[src/rtl/result_binarizer.sv]
// result_binarizer
// Captures the N*N accumulator results of the PE grid when a tile completes.
// Streams them row-major as binarized 8-bit pixels to the frame/pixel writer.
// This frees the PE grid to start the next tile while the snapshot drains.
//
// Handshake: a pixel transfers on a rising edge where o_valid && i_ready.
// o_valid never depends on i_ready. While o_valid is high and i_ready is low,
// o_pixel, o_row, o_col and o_last hold their values. i_ready is don't-care
// whenever o_valid is low.
module result_binarizer #(
    parameter int N     = 4,
    parameter int ACC_W = 32
) (
    input  logic                   i_clk,
    input  logic                   i_arst,
    input  logic                   i_start,
    input  logic [N*N*ACC_W-1:0]   i_y,
    input  logic [ACC_W-1:0]       i_threshold,
    output logic                   o_busy,
    output logic                   o_valid,
    input  logic                   i_ready,
    output logic [7:0]             o_pixel,
    output logic [$clog2(N)-1:0]   o_row,
    output logic [$clog2(N)-1:0]   o_col,
    output logic                   o_last,
    output logic                   o_done
);

    localparam int NN    = N * N;
    localparam int IDX_W = $clog2(NN);
    localparam int RC_W  = $clog2(N);

    localparam logic [IDX_W-1:0] LAST_IDX = IDX_W'(NN - 1);
    localparam logic [RC_W-1:0]  LAST_COL = RC_W'(N - 1);

    typedef enum logic [1:0] {
        IDLE   = 2'd0,
        STREAM = 2'd1,
        DONE   = 2'd2
    } state_t;

    state_t           state;
    logic [ACC_W-1:0] cap_q [NN];
    logic [ACC_W-1:0] thr_q;
    logic [IDX_W-1:0] idx_q;
    // Row/column counters kept alongside idx so that N need not be a power of two.
    logic [RC_W-1:0]  row_q;
    logic [RC_W-1:0]  col_q;

    // Tile FSM: capture on start, walk the snapshot one pixel per accepted transfer, pulse done.
    always_ff @(posedge i_clk or posedge i_arst) begin
        if (i_arst) begin
            state <= IDLE;
            thr_q <= '0;
            idx_q <= '0;
            row_q <= '0;
            col_q <= '0;
            for (int i = 0; i < NN; i++) begin
                cap_q[i] <= '0;
            end
        end else begin
            case (state)
                IDLE: begin
                    if (i_start) begin
                        for (int i = 0; i < NN; i++) begin
                            cap_q[i] <= i_y[i*ACC_W +: ACC_W];
                        end
                        thr_q <= i_threshold;
                        idx_q <= '0;
                        row_q <= '0;
                        col_q <= '0;
                        state <= STREAM;
                    end
                end
                STREAM: begin
                    if (i_ready) begin
                        if (idx_q == LAST_IDX) begin
                            // Park the counters at zero so row/col read 0 outside the stream.
                            idx_q <= '0;
                            row_q <= '0;
                            col_q <= '0;
                            state <= DONE;
                        end else begin
                            idx_q <= idx_q + 1'b1;
                            if (col_q == LAST_COL) begin
                                col_q <= '0;
                                row_q <= row_q + 1'b1;
                            end else begin
                                col_q <= col_q + 1'b1;
                            end
                        end
                    end
                end
                DONE: begin
                    state <= IDLE;
                end
                default: begin
                    state <= IDLE;
                end
            endcase
        end
    end

    // Outputs decode purely from registered state, so they cannot glitch with i_ready.
    always_comb begin
        o_valid = (state == STREAM);
        o_busy  = (state != IDLE);
        o_done  = (state == DONE);
        o_row   = row_q;
        o_col   = col_q;
        o_last  = (state == STREAM) && (idx_q == LAST_IDX);
        o_pixel = ((state == STREAM) && (cap_q[idx_q] >= thr_q)) ? 8'hFF : 8'h00;
    end

endmodule

[config.mk]
export PLATFORM = sky130hd
export DESIGN_NAME = result_binarizer
export DESIGN_NICKNAME = d
export VERILOG_FILES = /design/src/rtl/result_binarizer.sv
export SDC_FILE = /design/constraint.sdc
export NUM_CORES = 2
export LEC_CHECK = 0
export CAP_MARGIN = 20
export CORE_MARGIN = 5
export CORE_UTILIZATION = 47
export DETAILED_ROUTE_END_ITERATION = 8
export PLACE_DENSITY_LB_ADDON = 0.05
export SYNTH_ARGS = -nofsm -noshare
export SYNTH_HDL_FRONTEND = slang
export SYNTH_SLANG_ARGS = --single-unit
[constraint.sdc]
create_clock -name i_clk -period 18.1 [get_ports i_clk]
set_clock_uncertainty 0.2 [all_clocks]
set_input_delay 3.62 -clock i_clk [delete_from_list [all_inputs] [get_ports i_clk]]
set_output_delay 3.62 -clock i_clk [all_outputs]
set_load 0.01 [all_outputs]
After elaboration in Yosys (flattened, before gate mapping):

Cells that the tools add are included.
W data, S select, Z words.

* bitwise gates (word level): 1
* reduce and logical (&&, ||, !) cells: 9
* equality and inequality tests: 8
* multiplexer cells: 21
* order comparisons: 2
* add/sub/neg operators: 3

Operator list (number)
* $bmux W32 S4: 1
* $mux W32: 2
* $ge A32 B32 Y1: 1
* $mux W2: 10
* $mux W4: 3
* $pmux W2 S2: 3
* $mux W8: 1
* $pmux W4 S2: 1
* $reduce_and A3 Y1: 2
* $ge A5 B5 Y1 const B: 1
* $not A4 Y5: 1
* $add A2 B1 Y2 const B: 2
* $add A4 B1 Y4 const B: 1
* $eq A2 B2 Y1 const B: 2
* $eq A4 B4 Y1 const B: 1
* $ne A2 B1 Y1 const B: 2
* $reduce_and A4 Y1: 1
* $reduce_bool A2 Y1: 2
* $ne A3 B1 Y1 const B: 1
* $eq A2 B1 Y1 const B: 1
* $logic_and A1 B1 Y1: 2
* $logic_not A2 Y1: 1
* $ne A2 B2 Y1 const B: 1
* $reduce_and A2 Y1: 1

* output and inout port bits: 16
* logic and storage cells: 65
* flip-flop bits (word level): 554

Longest topological paths before layout:

* depth after elaboration: 7
* gate-level depth with buffers: 14
* gate-level depth less buffers: 10

Worst setup path after synthesis:

Ideal clock, no wire load.

* path type: reg2out
* start point: register idx_q[0]
* end point: output port o_pixel[1]
* stages on the path, launching flop included: 13
* setup slack: 11.317 ns
* required time: 14.280 ns
* arrival: 2.963 ns
* path through: dfrtp_1 -> buf_2 -> buf_4 -> buf_4 -> mux4_2 -> a22oi_1 -> nand2_1 -> ha_1 -> nand4_1 -> nor3_1 -> nand4_1 -> o21bai_1 -> buf_4

* longest elaborated chain between the ends: 7

Ends and longest elaborated chain
* start: declaration: RTL line 45 `logic [IDX_W-1:0] idx_q;`
* start signal: assignment: RTL line 84 `idx_q <= idx_q + 1'b1;`
* $not A4 Y5 (not written as such): RTL line 112 `o_pixel = ((state == STREAM) && (cap_q[idx_q] >= thr_q)) ? 8'hFF : 8'h00;`
* $bmux W32 S4: RTL line 112
* $mux W32 (not written as such) (2 in a row): RTL line 112
* $ge A32 B32 Y1: RTL line 112
* $logic_and A1 B1 Y1: RTL line 112
* $mux W8: RTL line 112
* end: declaration: RTL line 22 `output logic [7:0] o_pixel,`

No other way between the ends. The select of a mux whose other input is x is not followed.

Worst setup path after layout:

* start point: register idx_q[0]
* end point: output port o_pixel[4]

The elaborated chain is that of the path after synthesis.

==> flow_metrics.tcl <==
set metrics [dict create \
    yosys_warnings 0 \
    grt_max_degree 154 \
    wl_um 82500 \
    setup-tns-final_ns 0 \
    setup_violations 0 \
    synth-seq-area-share_pct 50.1 \
    worst_path_largest_cell_delay_ns 1.01 \
    drt-wirelength-per-cell_um 26.3 \
    run_status "finished clean" \
    grt_pass1_vias 18200 \
    ant_nets 0 \
    timing.reg2reg.setup_slack_ns 13.82 \
    vias_per_cell 5.44 \
    crit_end_category "output pin" \
    finalHoldViolCount 0 \
    critical_path.slowest_cell "sky130_fd_sc_hd__dfrtp_4" \
    num_io_pins 564 \
    floorplan.core_area_mm2 0.0587 \
    fp.dieArea_mm2 0.0639 \
    max_freq_ghz 0.101 \
    p_per_area_mw_per_mm2 179 \
    syn_nets 2347 \
    initial_core_utilization_pct 47.2 \
    worstPathRequired_ns 14.28 \
    source_to_sink_clock_delay_at_the_later_pin_of_the_worst_skew_pair_ns 0.62 \
    place.port_buffers 563 \
    cp-start-kind "flop" \
    async_flop_share_pct 100 \
    hp_class "flop to flop" \
    cp-startpoint "idx_q[0]" \
    final_net_count 2870 \
    grt.total_usage_pct 25.1 \
    synth.cell_area_mm2 0.0277 \
    root_buffer "sky130_fd_sc_hd__clkbuf_16" \
    synth_top_cell_area_share_pct 50.1 \
    flow.area_growth_from_synthesis_pct 27.4 \
    fillCellCount 4543 \
    final_cell_area_mm2 0.0353 \
    clkSlewWorstSetupHoldPaths_ns 0.06 \
    global_route_wire_length_before_repair_um 120000 \
    drc_errors 0 \
    die_wd_um 253 \
    clock-sinks 554 \
    ctsResizeCount 0 \
    rsz0062_at_grt "false" \
    critical_path_arrival_ns 6.05 \
    synthDominantAreaCellType "sky130_fd_sc_hd__dfrtp_1" \
    route.vias.total 17100 \
    slew_headroom_pct 23.2 \
    numCtsBuffers 60 \
    power.ir.vdd_worst_mv 0.113 \
    cts-root-to-sink-buffers 3 \
    critical_path_peak_fanout 55 \
    synthesis.instances 1765 \
    drive_gt1_share_pct 29.9 \
    yosys_register_bits 554 \
    floorplan.die.height_um 253 \
    report.final.slew_viol_count 0 \
    timing.setup.critical_path_class "flop to output pin" \
    postSynth.topFlopCell "sky130_fd_sc_hd__dfrtp_1" \
    holdBufCountCts 0 \
    worstMarginPinSlew_ns 1.15 \
    top_family_by_delay_on_critical_path "compound AO/OA/AOI/OAI gates" \
    grt-ovfl-total 0 \
    dpl_cell_area_mm2 0.0331 \
    synth.avg_cell_area_um2 15.7 \
    maxCapViolations 0 \
    static-leakage-power_nw 15.2 \
    synth_edf_count 0 \
    synth.lib_cells_used.distinct 43 \
    cts_setup_buffers 0 \
    hold_start "cap_q[128]" \
    dp.final_hpwl_um 59900 \
    gp_congestion 0.884 \
    fin_crit_ns 9.87 \
    path_cells "buf_4 -> mux2i_1 -> a221oi_1 -> o21ai_0 -> nand2_1 -> ha_1 -> nand4_1 -> nor2_1 -> a221o_1 -> a211oi_1 -> o21bai_1 -> clkdlybuf4s50_1" \
    pre_repair_dr_iteration_count 5 \
    worst-path-buf-inv 2 \
    fp-row-count 89 \
    regToRegStartpoint "state[0]" \
    hold_slack_ns 0.282 \
    fin_crit_sh_pct 54.6 \
    yosys-top-cells-area "sky130_fd_sc_hd__dfrtp_1 (50%), sky130_fd_sc_hd__mux2_4 (22%), sky130_fd_sc_hd__mux4_2 (5.2%), sky130_fd_sc_hd__mux2i_1 (4.7%), sky130_fd_sc_hd__mux2_2 (4.0%)" \
    number_of_levels_the_h_tree_was_split_into 2 \
    antenna_found_initial 42 \
    drt_iter0_drc 1217 \
    tritoncts_clock_tree "yes" \
]
==> metal layers <==
layer | up-vias | share of wire (%) | track usage (%)
met5 | - | 0.18 | 0
met4 | 20 | 2.3 | 8.58
met3 | 118 | 7.2 | 7.10
met2 | 515 | 45 | 35.9
met1 | 8817 | 46 | 36.9
li1 | 7601 | - | -
==> cells in the final DEF (no fill, tap or decap), drive strengths merged, types with 4 or more instances in the layout <==
cell / count
a21oi: 13
a221oi: 67
a22oi: 31
buf: 24
bufinv: 7
clkbuf: 81
clkdlybuf4s50: 563
clkinv: 18
clkinvlp: 4
dfrtp: 554
diode: 28
ha: 34
inv: 36
mux2: 514
mux2i: 129
mux4: 64
nand2: 76
nand3: 7
nand4: 4
nor2: 6
o21ai: 73
==> sequential cells by signal, indices dropped and copies added (netlist names) <==
name and count:
o_col 2, o_row 2, idx_q 4, state 2, cap_q 512, thr_q 32
==> synth_stat cells, drive strengths merged, types with 2 or more instances <==
library cell / n
mux4: 64
buf: 99
a21oi: 13
dfrtp: 554
clkbuf: 27
a21o: 2
o21a: 2
nand2: 76
o21ai: 73
nor2: 6
o31ai: 2
nand4: 4
nor2b: 2
or2: 3
and2: 2
nand3: 7
a221oi: 67
and3: 3
a22oi: 31
mux2: 514
inv: 37
a22o: 2
and4: 2
nand2b: 2
mux2i: 129
ha: 34
==> stage by stage <==
step,util (%),setup WS [ns],std cells,total power [mW]
6_report,60.1,8.23,3136,6.32
5_1_grt,60.1,7.73,3131,6.68
4_1_cts,59.9,8.04,3106,6.35
3_5_place_dp,56.4,8.74,2997,5.03
3_3_place_gp,56.4,8.79,2997,4.96
2_1_floorplan,-,6.74,1765,4.27
==> worst reg2reg max path: stages (launching register included) <==
cell	delay [ns]
sky130_fd_sc_hd__dfrtp_1	0.45
sky130_fd_sc_hd__or2_1	0.34
sky130_fd_sc_hd__nor2_8	0.78
sky130_fd_sc_hd__buf_4	0.98
sky130_fd_sc_hd__buf_4	0.94
sky130_fd_sc_hd__mux2_2	0.47
==> final cells by class <==
class | count | area (um^2) | share of cell area [%]
diodes | 28 | 70.1 | 0.199
clock buffers | 81 | 1730 | 4.91
clock inverters | 28 | 327 | 0.925
inverters | 37 | 143 | 0.404
multi-input cells | 1048 | 12300 | 34.9
flip-flops and latches | 554 | 13900 | 39.3
well taps | 773 | 967 | 2.74
repair buffers | 587 | 5880 | 16.7
==> cells by family (layout without fill, tap and decap cells) <==
family          Yosys count  count (layout)  synth area share, %
compound gates          198             198                 4.92
buf+inv                 163             733                 5.54
mux                     707             707                 36.2
fa+ha+maj                34              34                 1.54
other cells               0              28                    0
flops                   554             554                 50.1
simple gates            109             109                 1.77
==> path summary, 6_finish.rpt <==
check | endpoint | depth (start not counted)
min in group asynchronous | cap_q[262] | 2
max in group asynchronous | cap_q[443] | 6
max reg2reg | cap_q[187] | 5
min reg2reg | cap_q[128] | 1
min | cap_q[128] | 1
max | o_pixel[4] | 12
==> power by group <==
| group | switching [mW] | internal, mW |
|---|---|---|
| Combinational | 1.17 | 1.58 |
| Clock | 0.516 | 0.766 |
| Sequential | 0.417 | 1.87 |
| Total | 2.10 | 4.22 |
(Power assumes the default switching activity.)
